File: config.mk
export PLATFORM = sky130hd
export DESIGN_NAME = vga_fetch_arbiter
export DESIGN_NICKNAME = d
export VERILOG_FILES = /design/src/rtl/vga_fetch_arbiter.sv
export SDC_FILE = /design/constraint.sdc
export NUM_CORES = 1
export LEC_CHECK = 0
export ABC_AREA = 0
export CORE_AREA = 3 3 108 110
export DETAILED_ROUTE_END_ITERATION = 8
export DIE_AREA = 0 0 111 113
export MAX_ROUTING_LAYER = met4
export PLACE_DENSITY = 0.84
export SYNTH_ARGS = -nofsm -noshare
export SYNTH_HDL_FRONTEND = slang
export SYNTH_SLANG_ARGS = --single-unit
File: constraint.sdc
create_clock -name clk50 -period 3.3 [get_ports clk50]
set_clock_uncertainty 0.1 [all_clocks]
set_input_delay 0.495 -clock clk50 [delete_from_list [all_inputs] [get_ports clk50]]
set_output_delay 0.495 -clock clk50 [all_outputs]
set_load 0.01 [all_outputs]
File: src/rtl/vga_fetch_arbiter.sv
`default_nettype none
// ============================================================================
// Module  : vga_fetch_arbiter
// Purpose : Shares one single-port memory between the display line prefetch
//           (high priority, burst based) and a processor port. A display line
//           is fetched in bursts of BURST words into a double-banked line
//           buffer. After each burst, one processor access is granted if the
//           processor is waiting.
// Ports   : clk50/reset_n       clock, async active-low reset
//           frame_start         start-of-frame pulse (row counter clear)
//           line_start          line trigger (rising edge only)
//           mem_*               memory master port (req held until ack)
//           p_*                 processor slave port (p_ack one-cycle pulse)
//           lb_*                line-buffer write port
//           overrun, busy       status
// Revision: 1.0 - initial release
// ============================================================================
module vga_fetch_arbiter #(
  parameter int          WORDS = 160,
  parameter int          BURST = 16,
  parameter int          LINES = 480,
  parameter logic [16:0] BASE  = 17'd0
) (
  input  logic        clk50,
  input  logic        reset_n,
  input  logic        frame_start,
  input  logic        line_start,
  output logic        mem_req,
  output logic        mem_we,
  output logic [16:0] mem_addr,
  output logic [31:0] mem_wdata,
  input  logic        mem_ack,
  input  logic [31:0] mem_rdata,
  input  logic        p_req,
  input  logic        p_we,
  input  logic [16:0] p_addr,
  input  logic [31:0] p_wdata,
  output logic        p_ack,
  output logic [31:0] p_rdata,
  output logic        lb_we,
  output logic        lb_bank,
  output logic [7:0]  lb_addr,
  output logic [31:0] lb_data,
  output logic        overrun,
  output logic        busy
);

  typedef enum logic [1:0] {
    ST_IDLE = 2'd0,
    ST_DISP = 2'd1,
    ST_PROC = 2'd2
  } state_t;

  localparam logic [7:0]  LAST_WORD = 8'(WORDS - 1);
  localparam logic [7:0]  LAST_BEAT = 8'(BURST - 1);
  localparam logic [8:0]  NUM_LINES = 9'(LINES);
  localparam logic [16:0] WORDS17   = 17'(WORDS);

  state_t      state, state_nx;
  logic [8:0]  frow, frow_nx;
  logic [8:0]  row, row_nx;
  logic [8:0]  arm_row, arm_row_nx;
  logic [7:0]  widx, widx_nx;
  logic [7:0]  beat, beat_nx;
  logic        busy_nx, overrun_nx;
  logic        owed, owed_nx;
  logic        stop_pend, stop_pend_nx;
  logic        arm_pend, arm_pend_nx;
  logic        ls_d, started;

  logic        disp_ack, last_word, line_edge, accept;
  logic [8:0]  frow_eff;
  logic [16:0] disp_addr;

  always_ff @(posedge clk50 or negedge reset_n) begin
    if (!reset_n) begin
      state     <= ST_IDLE;
      frow      <= '0;
      row       <= '0;
      arm_row   <= '0;
      widx      <= '0;
      beat      <= '0;
      busy      <= 1'b0;
      overrun   <= 1'b0;
      owed      <= 1'b0;
      stop_pend <= 1'b0;
      arm_pend  <= 1'b0;
      ls_d      <= 1'b0;
      started   <= 1'b0;
    end else begin
      state     <= state_nx;
      frow      <= frow_nx;
      row       <= row_nx;
      arm_row   <= arm_row_nx;
      widx      <= widx_nx;
      beat      <= beat_nx;
      busy      <= busy_nx;
      overrun   <= overrun_nx;
      owed      <= owed_nx;
      stop_pend <= stop_pend_nx;
      arm_pend  <= arm_pend_nx;
      ls_d      <= line_start;
      started   <= 1'b1;
    end
  end

  always_comb begin
    state_nx     = state;
    frow_nx      = frow;
    row_nx       = row;
    arm_row_nx   = arm_row;
    widx_nx      = widx;
    beat_nx      = beat;
    busy_nx      = busy;
    overrun_nx   = overrun;
    owed_nx      = owed;
    stop_pend_nx = stop_pend;
    arm_pend_nx  = arm_pend;

    disp_ack  = (state == ST_DISP) && mem_ack;
    last_word = (widx == LAST_WORD);
    // 'started' masks a line_start that is already high when reset releases
    line_edge = started && line_start && !ls_d;
    frow_eff  = frame_start ? 9'd0 : frow;
    accept    = line_edge && (frow_eff < NUM_LINES);

    case (state)
      ST_IDLE: begin
        // An owed grant is only honoured if the processor is still asking
        owed_nx = 1'b0;
        if (busy && !(owed && p_req)) state_nx = ST_DISP;
        else if (p_req)               state_nx = ST_PROC;
      end
      ST_PROC: begin
        if (mem_ack) state_nx = ST_IDLE;
      end
      ST_DISP: begin
        if (mem_ack) begin
          widx_nx = widx + 8'd1;
          beat_nx = beat + 8'd1;
          if (last_word || stop_pend) begin
            // Line finished or abandoned; a deferred re-arm takes over here
            busy_nx      = arm_pend;
            row_nx       = arm_pend ? arm_row : row;
            widx_nx      = '0;
            stop_pend_nx = 1'b0;
            arm_pend_nx  = 1'b0;
            beat_nx      = '0;
            owed_nx      = 1'b1;
            state_nx     = ST_IDLE;
          end else if (beat == LAST_BEAT) begin
            beat_nx  = '0;
            owed_nx  = 1'b1;
            state_nx = ST_IDLE;
          end
        end
      end
      default: state_nx = ST_IDLE;
    endcase

    if (frame_start) begin
      frow_nx     = '0;
      overrun_nx  = 1'b0;
      arm_pend_nx = 1'b0;
      // A word still in flight must land before the line is dropped
      if ((state == ST_DISP) && !mem_ack) begin
        stop_pend_nx = busy;
      end else begin
        busy_nx      = 1'b0;
        stop_pend_nx = 1'b0;
      end
    end

    if (accept) begin
      frow_nx = frow_eff + 9'd1;
      if (busy && !stop_pend && !(disp_ack && last_word)) overrun_nx = 1'b1;
      if ((state == ST_DISP) && !mem_ack) begin
        // Keep the current row/widx for the in-flight ack, switch afterwards
        arm_pend_nx  = 1'b1;
        arm_row_nx   = frow_eff;
        stop_pend_nx = 1'b1;
      end else begin
        busy_nx      = 1'b1;
        row_nx       = frow_eff;
        widx_nx      = '0;
        stop_pend_nx = 1'b0;
        arm_pend_nx  = 1'b0;
      end
    end

    // Never issue a display request without a live fetch, and restart
    // bursting cleanly when a new row replaced the old one mid-burst
    if ((state_nx == ST_DISP) && (!busy_nx || (disp_ack && accept))) begin
      state_nx = ST_IDLE;
      beat_nx  = '0;
    end
  end

  assign disp_addr = BASE + ({8'd0, row} * WORDS17) + {9'd0, widx};

  always_comb begin
    mem_req   = 1'b0;
    mem_we    = 1'b0;
    mem_addr  = '0;
    mem_wdata = '0;
    p_ack     = 1'b0;
    p_rdata   = '0;
    lb_we     = 1'b0;
    lb_bank   = 1'b0;
    lb_addr   = '0;
    lb_data   = '0;
    case (state)
      ST_DISP: begin
        mem_req  = 1'b1;
        mem_addr = disp_addr;
        lb_we    = mem_ack;
        lb_bank  = row[0];
        lb_addr  = widx;
        lb_data  = mem_rdata;
      end
      ST_PROC: begin
        mem_req   = 1'b1;
        mem_we    = p_we;
        mem_addr  = p_addr;
        mem_wdata = p_wdata;
        p_ack     = mem_ack;
        p_rdata   = mem_rdata;
      end
      default: ;
    endcase
  end

endmodule
`default_nettype wire
==> summary.md, run 1 <==
| Metric | Value |
|---|---|
| DR WL met2 | 8.056 mm |
| Final Cell Area | 7078 µm² |
| Via count | about 4900 |
| Chip Width | 111 µm |
| Kind of critical path | flop to primary output |
| Post-synthesis sequential area ratio | 0.3037 |
| Hold_ws | between 0.2 and 0.3 ns |
| WL met1 | 7.199 mm |
| Congestion Overflow GR | 0 |
| Pre-antenna DRT Iters | 5 |
| Die Y | 113 µm |
| Final WL | 16.91 mm |
| FF+latch area | 1301 µm² |
| Remaining antenna violation count | 0 |
| WP buf/inv | 4 |
| Routed wl met3 | 1.219 mm |
| Max stage delay on crit path | 0.52 ns |
| Yosys warns | 0 |
| Number of cells in the finished layout apart from fillers | 905 |
| Htree depth | 2 |
| Failing checks | negative setup slack |
| Setup WS post-layout | -0.2437 ns |
| IO Port Bufs | 215 |
| GPL Wtd Cong | 0.9385 |
| CP endpoint kind | primary output |
| Achievable Freq | roughly 280 MHz |
| Syn nets | 643 |
| Clk sink count | 52 |
| Filler cells | 873 |
| Largest net degree at the start of global routing | 81 |
| Pins Over Slew Limit | 0 |
| FP Rows | 38 |
| Clock Tree Root | clkbuf_8 |
| Synth top area share | 0.3037 |
| Max VDD drop | 0.3049 mV |
| Number of global-route vias before repair | 4690 |
| Cell variety after synth | between 50 and 60 |
| Area growth syn-to-layout | 65.22% |
| Cell area after synthesis | about 4300 µm² |
| CTS tree | built |
| Minimum clock period | 3.544 ns |
| P_leak | 3.056 nW |
| Final Hold Viols | 0 |
| HPWL Detailed | approximately 13 mm |
| CP arrival | 2.95 ns |
| Average size of a mapped cell | 8.099 µm² |
| Layout Utilization | 0.6558 |
| Slew headroom | 0.2300 |
| Top layer in use | met4 |
| Total of max-cap violations | 0 |
| FFs w/ async S/R, synth | 1.000 |
| Most frequent cells in the layout | clkdlybuf4s50_1 (206), and2_1 (107), dfrtp_1 (52), nand2_1 (45), buf_4 (43) |
| Clk slew on worst S/H paths | 0.09 ns |
| Ys flop type | dfrtp_1 |
| Vias per cell | between 5 and 6 |
| Gr usage total | 0.2627 |
| Core ar. | 10790 µm² |
| Initial core utilization | 0.3969 |
| Most common cell after layout, fill and taps aside | clkdlybuf4s50_1 |
| Num ports | 216 |
| Placed cells | between 800 and 900 |
| Critical Path Slowest Stage Cell | or4b_4 |
| Initial DRC Count | 409 |
| CP required | between 2 and 3 ns |
| CTS Buf Count | 5 |
| CP top delay family | simple AND/OR/NAND/NOR gates |
| Period Utilization, post-route | 1.074 |
| DRC | 0 |
| Mapped Cells | 529 |
| # setup viols final | 6 |
| Hold Crit Class | input port to async pin |
| RSZ-0062 raised after global routing | true |
| Max Buffers Root-to-Sink | 2 |
| CP Cell Sequence | buf_4, buf_4, ha_4, ha_4, nand2_2, o2111ai_2, or4b_4, and3_1, buf_4, nand3b_1, nand3_1, buf_2 |
| Clock insertion delay at the later pin of the skew report | 0.31 ns |
| Total power | 3.553 mW |
| CP max FO | 4 |
| Initial antenna violation count | 0 |
| Multi-input gate area | slightly below 3000 µm² |
| Fin Setup TNS | -1.002 ns |
| WL per Instance | 18.68 µm |
| Synth area leader | dfrtp_1 |
| Pre-CTS setup slack | -0.3718 ns |
| Top post-synthesis cells by area | dfrtp_1 (30%), and2_1 (16%), ha_1 (7.0%) |
| First-pass GRT wire length | ~26 mm |
| Status | finished with violations |
| Post-synth EDFFs | 0 |
| Die Area | 12540 µm² |
| DP Area | roughly 6800 µm² |
| Synth Register Bits | 52 |
| Diode count | 0 |
| Worst slew pin tran | 1.155 ns |
| Startpoint Class | flop |
| Layout net count | just under 900 |
| Share of post-route cells with drive strength above 1 | 0.1359 |
| Most used cell, CP | buf_4 |
| Power density cells | ~500 nW/µm² |
| Reg2reg setup slack | approximately 0.66 ns |
## cell families after synthesis
group	count (synthesis)	synth area share
and+or+nand+nor	263	0.3391
other	1	0.0008753
xor gates and xnor gates	19	0.03884
AOI/OAI and AO/OA	104	0.1554
adders and majority gates	26	0.07944
muxes	14	0.03446
DFF	52	0.3037
buffers and inverters	50	0.04819
## state kept, by name (all words and copies together), names as in the netlist, 2 cells and up
register / count
arm_row: 9
widx: 8
beat: 8
frow: 9
state: 2
row: 9
## where the power goes
group          total [mW]  switching [mW]  internal [mW]
clock               0.391           0.204          0.187
sequential          0.751          0.0605          0.691
combinational        2.41            1.16           1.26
## final timing paths
| check | start | endpoint | depth (start not counted) |
|---|---|---|---|
| max in group asynchronous | reset_n | arm_row[8]$_DFFE_PN0P_ | 1 |
| hold reg to reg | arm_row[2]$_DFFE_PN0P_ | arm_row[2]$_DFFE_PN0P_ | 2 |
| setup reg to reg | state[1]$_DFF_PN0_ | beat[3]$_DFFE_PN0P_ | 10 |
| hold / removal | reset_n | beat[1]$_DFFE_PN0P_ | 1 |
| min in group clk50 | arm_row[2]$_DFFE_PN0P_ | arm_row[2]$_DFFE_PN0P_ | 2 |
| setup / recovery | row[3]$_DFF_PN0_ | mem_addr[14] | 12 |
## routing by layer
metal | global-route usage | vias up
met1 | 0.3511 | 2334
met3 | 0.04225 | 29
li1 | - | 2295
met2 | 0.4126 | 233
met4 | 0.08046 | 0
met5 | - | -
## synth_stat cells (9+ instances only)
cell type,count
nand3_1,17
and3_1,9
o21ai_0,28
inv_1,18
ha_1,24
and2_1,107
clkbuf_1,18
xor2_1,11
dfrtp_1,52
a21oi_1,32
nor3_1,9
nand2_1,46
nor2_1,38
## repair_timing
item,CTS,global route
pin swaps,12,4
setup buffers,8,2
gates resized for setup,53,7
endpoints found under the setup margin,8,8
hold buffers,0,0
## layout make-up
| class | instances | share of cell area |
|---|---|---|
| clock buffer | 7 | 0.01361 |
| inverter | 19 | 0.01008 |
| multi-input combinational | 427 | 0.4195 |
| timing repair buffer | 260 | 0.3482 |
| tap | 140 | 0.02475 |
| sequential | 52 | 0.1838 |
Power figures use the tool's default switching activity.
==> run 2, diff against run 1 <==
Settings changed: MAX_ROUTING_LAYER met4 to default.
==> run 2 against run 1 <==
Net effect: the run still ends with negative setup slack left; non-clock buffer count unchanged; die area unchanged; cell count unchanged.
==> summary.md, run 2 (same netlist as run 1, synthesis figures left out) <==
| Metric | Value |
|---|---|
| Gr usage total | 0.2546 |
| Minimum clock period | 3.543 ns |
| Layout Utilization | 0.6558 |
| CP max FO | 4 |
| CTS Buf Count | 5 |
| Total of max-cap violations | 0 |
| WP buf/inv | 4 |
| FF+latch area | about 1300 µm² |
| Pint | between 2 and 2.5 mW |
| Filler cells | 873 |
| Hold Crit Class | input port to async pin |
| Most used cell, CP | buf_4 |
| Worst slew pin tran | 1.152 ns |
| Congestion Overflow GR | 0 |
| Die Y | 113 µm |
| FP Rows | 38 |
| Total power | 3.549 mW |
| CP top delay family | simple AND/OR/NAND/NOR gates |
| Clk sink count | 52 |
| Max Buffers Root-to-Sink | 2 |
| Num ports | 216 |
| Slew headroom | 0.2317 |
| Clock Tree Root | clkbuf_8 |
| Clock insertion delay at the later pin of the skew report | roughly 0.31 ns |
| RSZ-0062 raised after global routing | true |
| Most common cell after layout, fill and taps aside | clkdlybuf4s50_1 |
| Max VDD drop | 0.3057 mV |
| Reg-to-Reg Start | state[1]$_DFF_PN0_ |
| Initial DRC Count | 442 |
| P_sw | 1.417 mW |
| Multi-input gate area | 2969 µm² |
| Share of post-route cells with drive strength above 1 | 0.1359 |
| Crit path launch | row[3]$_DFF_PN0_ |
| Max stage delay on crit path | 0.52 ns |
| Core ar. | between 10000 and 15000 µm² |
| CTS tree | built |
| Area growth syn-to-layout | 65.22% |
| Layout net count | around 900 |
| Power density cells | 501.4 nW/µm² |
| Setup WS post-layout | -0.2433 ns |
| # setup viols final | 6 |
| Period Utilization, post-route | 1.074 |
| Pre-antenna DRT Iters | 5 |
| IO Port Bufs | 215 |
| Diode count | 0 |
| CP endpoint kind | primary output |
| DRC | 0 |
| Vias per cell | 5.389 |
| Chip Width | 111 µm |
| Achievable Freq | 282.2 MHz |
| CP arrival | 2.95 ns |
| Startpoint Class | flop |
| Clock share of power | 0.110 |
| Initial core utilization | 0.3969 |
| Failing checks | negative setup slack |
| CP required | 2.70 ns |
| Kind of critical path | flop to primary output |
| Sw Ratio | 0.3992 |
| Status | finished with violations |
| Critical Path Slowest Stage Cell | or4b_4 |
| Clk slew on worst S/H paths | 0.09 ns |
| Die Area | 12540 µm² |
| Pins Over Slew Limit | 0 |
| Largest net degree at the start of global routing | 81 |
| Most frequent cells in the layout | clkdlybuf4s50_1 (206), and2_1 (107), dfrtp_1 (52), nand2_1 (45), buf_4 (43) |
| Htree depth | 2 |
| CP Cell Sequence | buf_4, buf_4, ha_4, ha_4, nand2_2, o2111ai_2, or4b_4, and3_1, buf_4, nand3b_1, nand3_1, buf_2 |
| P_leak | 3.056 nW |
| Remaining antenna violation count | 0 |
| Final WL | 16.80 mm |
| Via count | 4877 |
| WL per Instance | 18.56 µm |
| Initial antenna violation count | 0 |
| Gate power share | 0.679 |
| Number of global-route vias before repair | 4686 |
| Sequential Power Share | 0.211 |
| HPWL Detailed | 13.24 mm |
| Largest registers | arm_row x9, frow x9, row x9 |
| First-pass GRT wire length | 25.61 mm |
| Final Hold Viols | 0 |
| GPL Wtd Cong | approximately 0.92 |
==> run 2: cell counts in the layout (fill, tap and decap cells not counted) <==
No cell type changed its count.
==> run 2: metal layers <==
layer / vias to the layer above / track usage / share of wire / wire length [µm]
met3: 33 / 0.04492 / 0.074 / 1244
met5: - / 0 / 0 / 0
met4: 0 / 0.08046 / 0.027 / 461
met1: 2303 / 0.3494 / 0.42 / 7098
li1: 2296 / - / - / -
met2: 245 / 0.4110 / 0.48 / 7992
==> run 2: area by class of cell <==
cell class | instances | area share
flip-flops and latches | 52 | 0.1838
repair buffers | 260 | 0.3482
clock buffers | 7 | 0.01361
multi-input cells | 427 | 0.4195
well taps | 140 | 0.02475
inverters | 19 | 0.01008
==> run 2: through the flow <==
step	hold WS, ns	setup WS, ns	instance area, µm²	TNS [ns]	std cells
6_report	0.3014	-0.2433	7078	-0.9951	905
3_5_place_dp	0.3694	-0.3718	6756	-1.725	889
2_1_floorplan	0.09941	0.1245	4284	0	529
5_1_grt	0.3797	-0.3999	7078	-1.936	905
4_1_cts	0.3441	-0.1061	7041	-0.4081	904
3_3_place_gp	0.3610	-0.2659	6756	-1.163	889
==> run 2: path summary, 6_finish.rpt <==
check | to | slack (ns) | cells past startpoint
setup / recovery | mem_addr[14] | -0.24 | 12
hold / removal | beat[5]$_DFFE_PN0P_ | 0.30 | 1
setup reg to reg | beat[3]$_DFFE_PN0P_ | 0.67 | 10
hold reg to reg | arm_row[2]$_DFFE_PN0P_ | 0.38 | 2
max in group asynchronous | arm_row[8]$_DFFE_PN0P_ | 2.07 | 1
min in group clk50 | arm_row[2]$_DFFE_PN0P_ | 0.38 | 2
==> run 2: worst reg2reg max path, cell delays in order (launching register included) <==
cell and delay [ns]:
dfrtp_1 0.44, inv_1 0.12, ha_1 0.29, buf_4 0.25, buf_4 0.25, nand2b_1 0.15, nand2_1 0.13, nand4_1 0.16
a32oi_2 0.33, nor3_4 0.10, nor3_1 0.23
==> run 2: what timing repair did <==
item                       CTS  global route
pin swaps                   12             4
setup buffers                8             2
gates resized for setup     53             7
hold buffers                 0             0
setup endpoints to repair    8             8
==> run 2: power groups by stage <==
stage          clock (mW)  sequential (mW)  combinational (mW)
6_report            0.390            0.750                2.41
5_1_grt             0.432            0.760                2.58
4_1_cts             0.402            0.750                2.38
3_5_place_dp            0            0.761                2.33
3_3_place_gp            0            0.754                2.28
2_1_floorplan           0            0.747                1.08
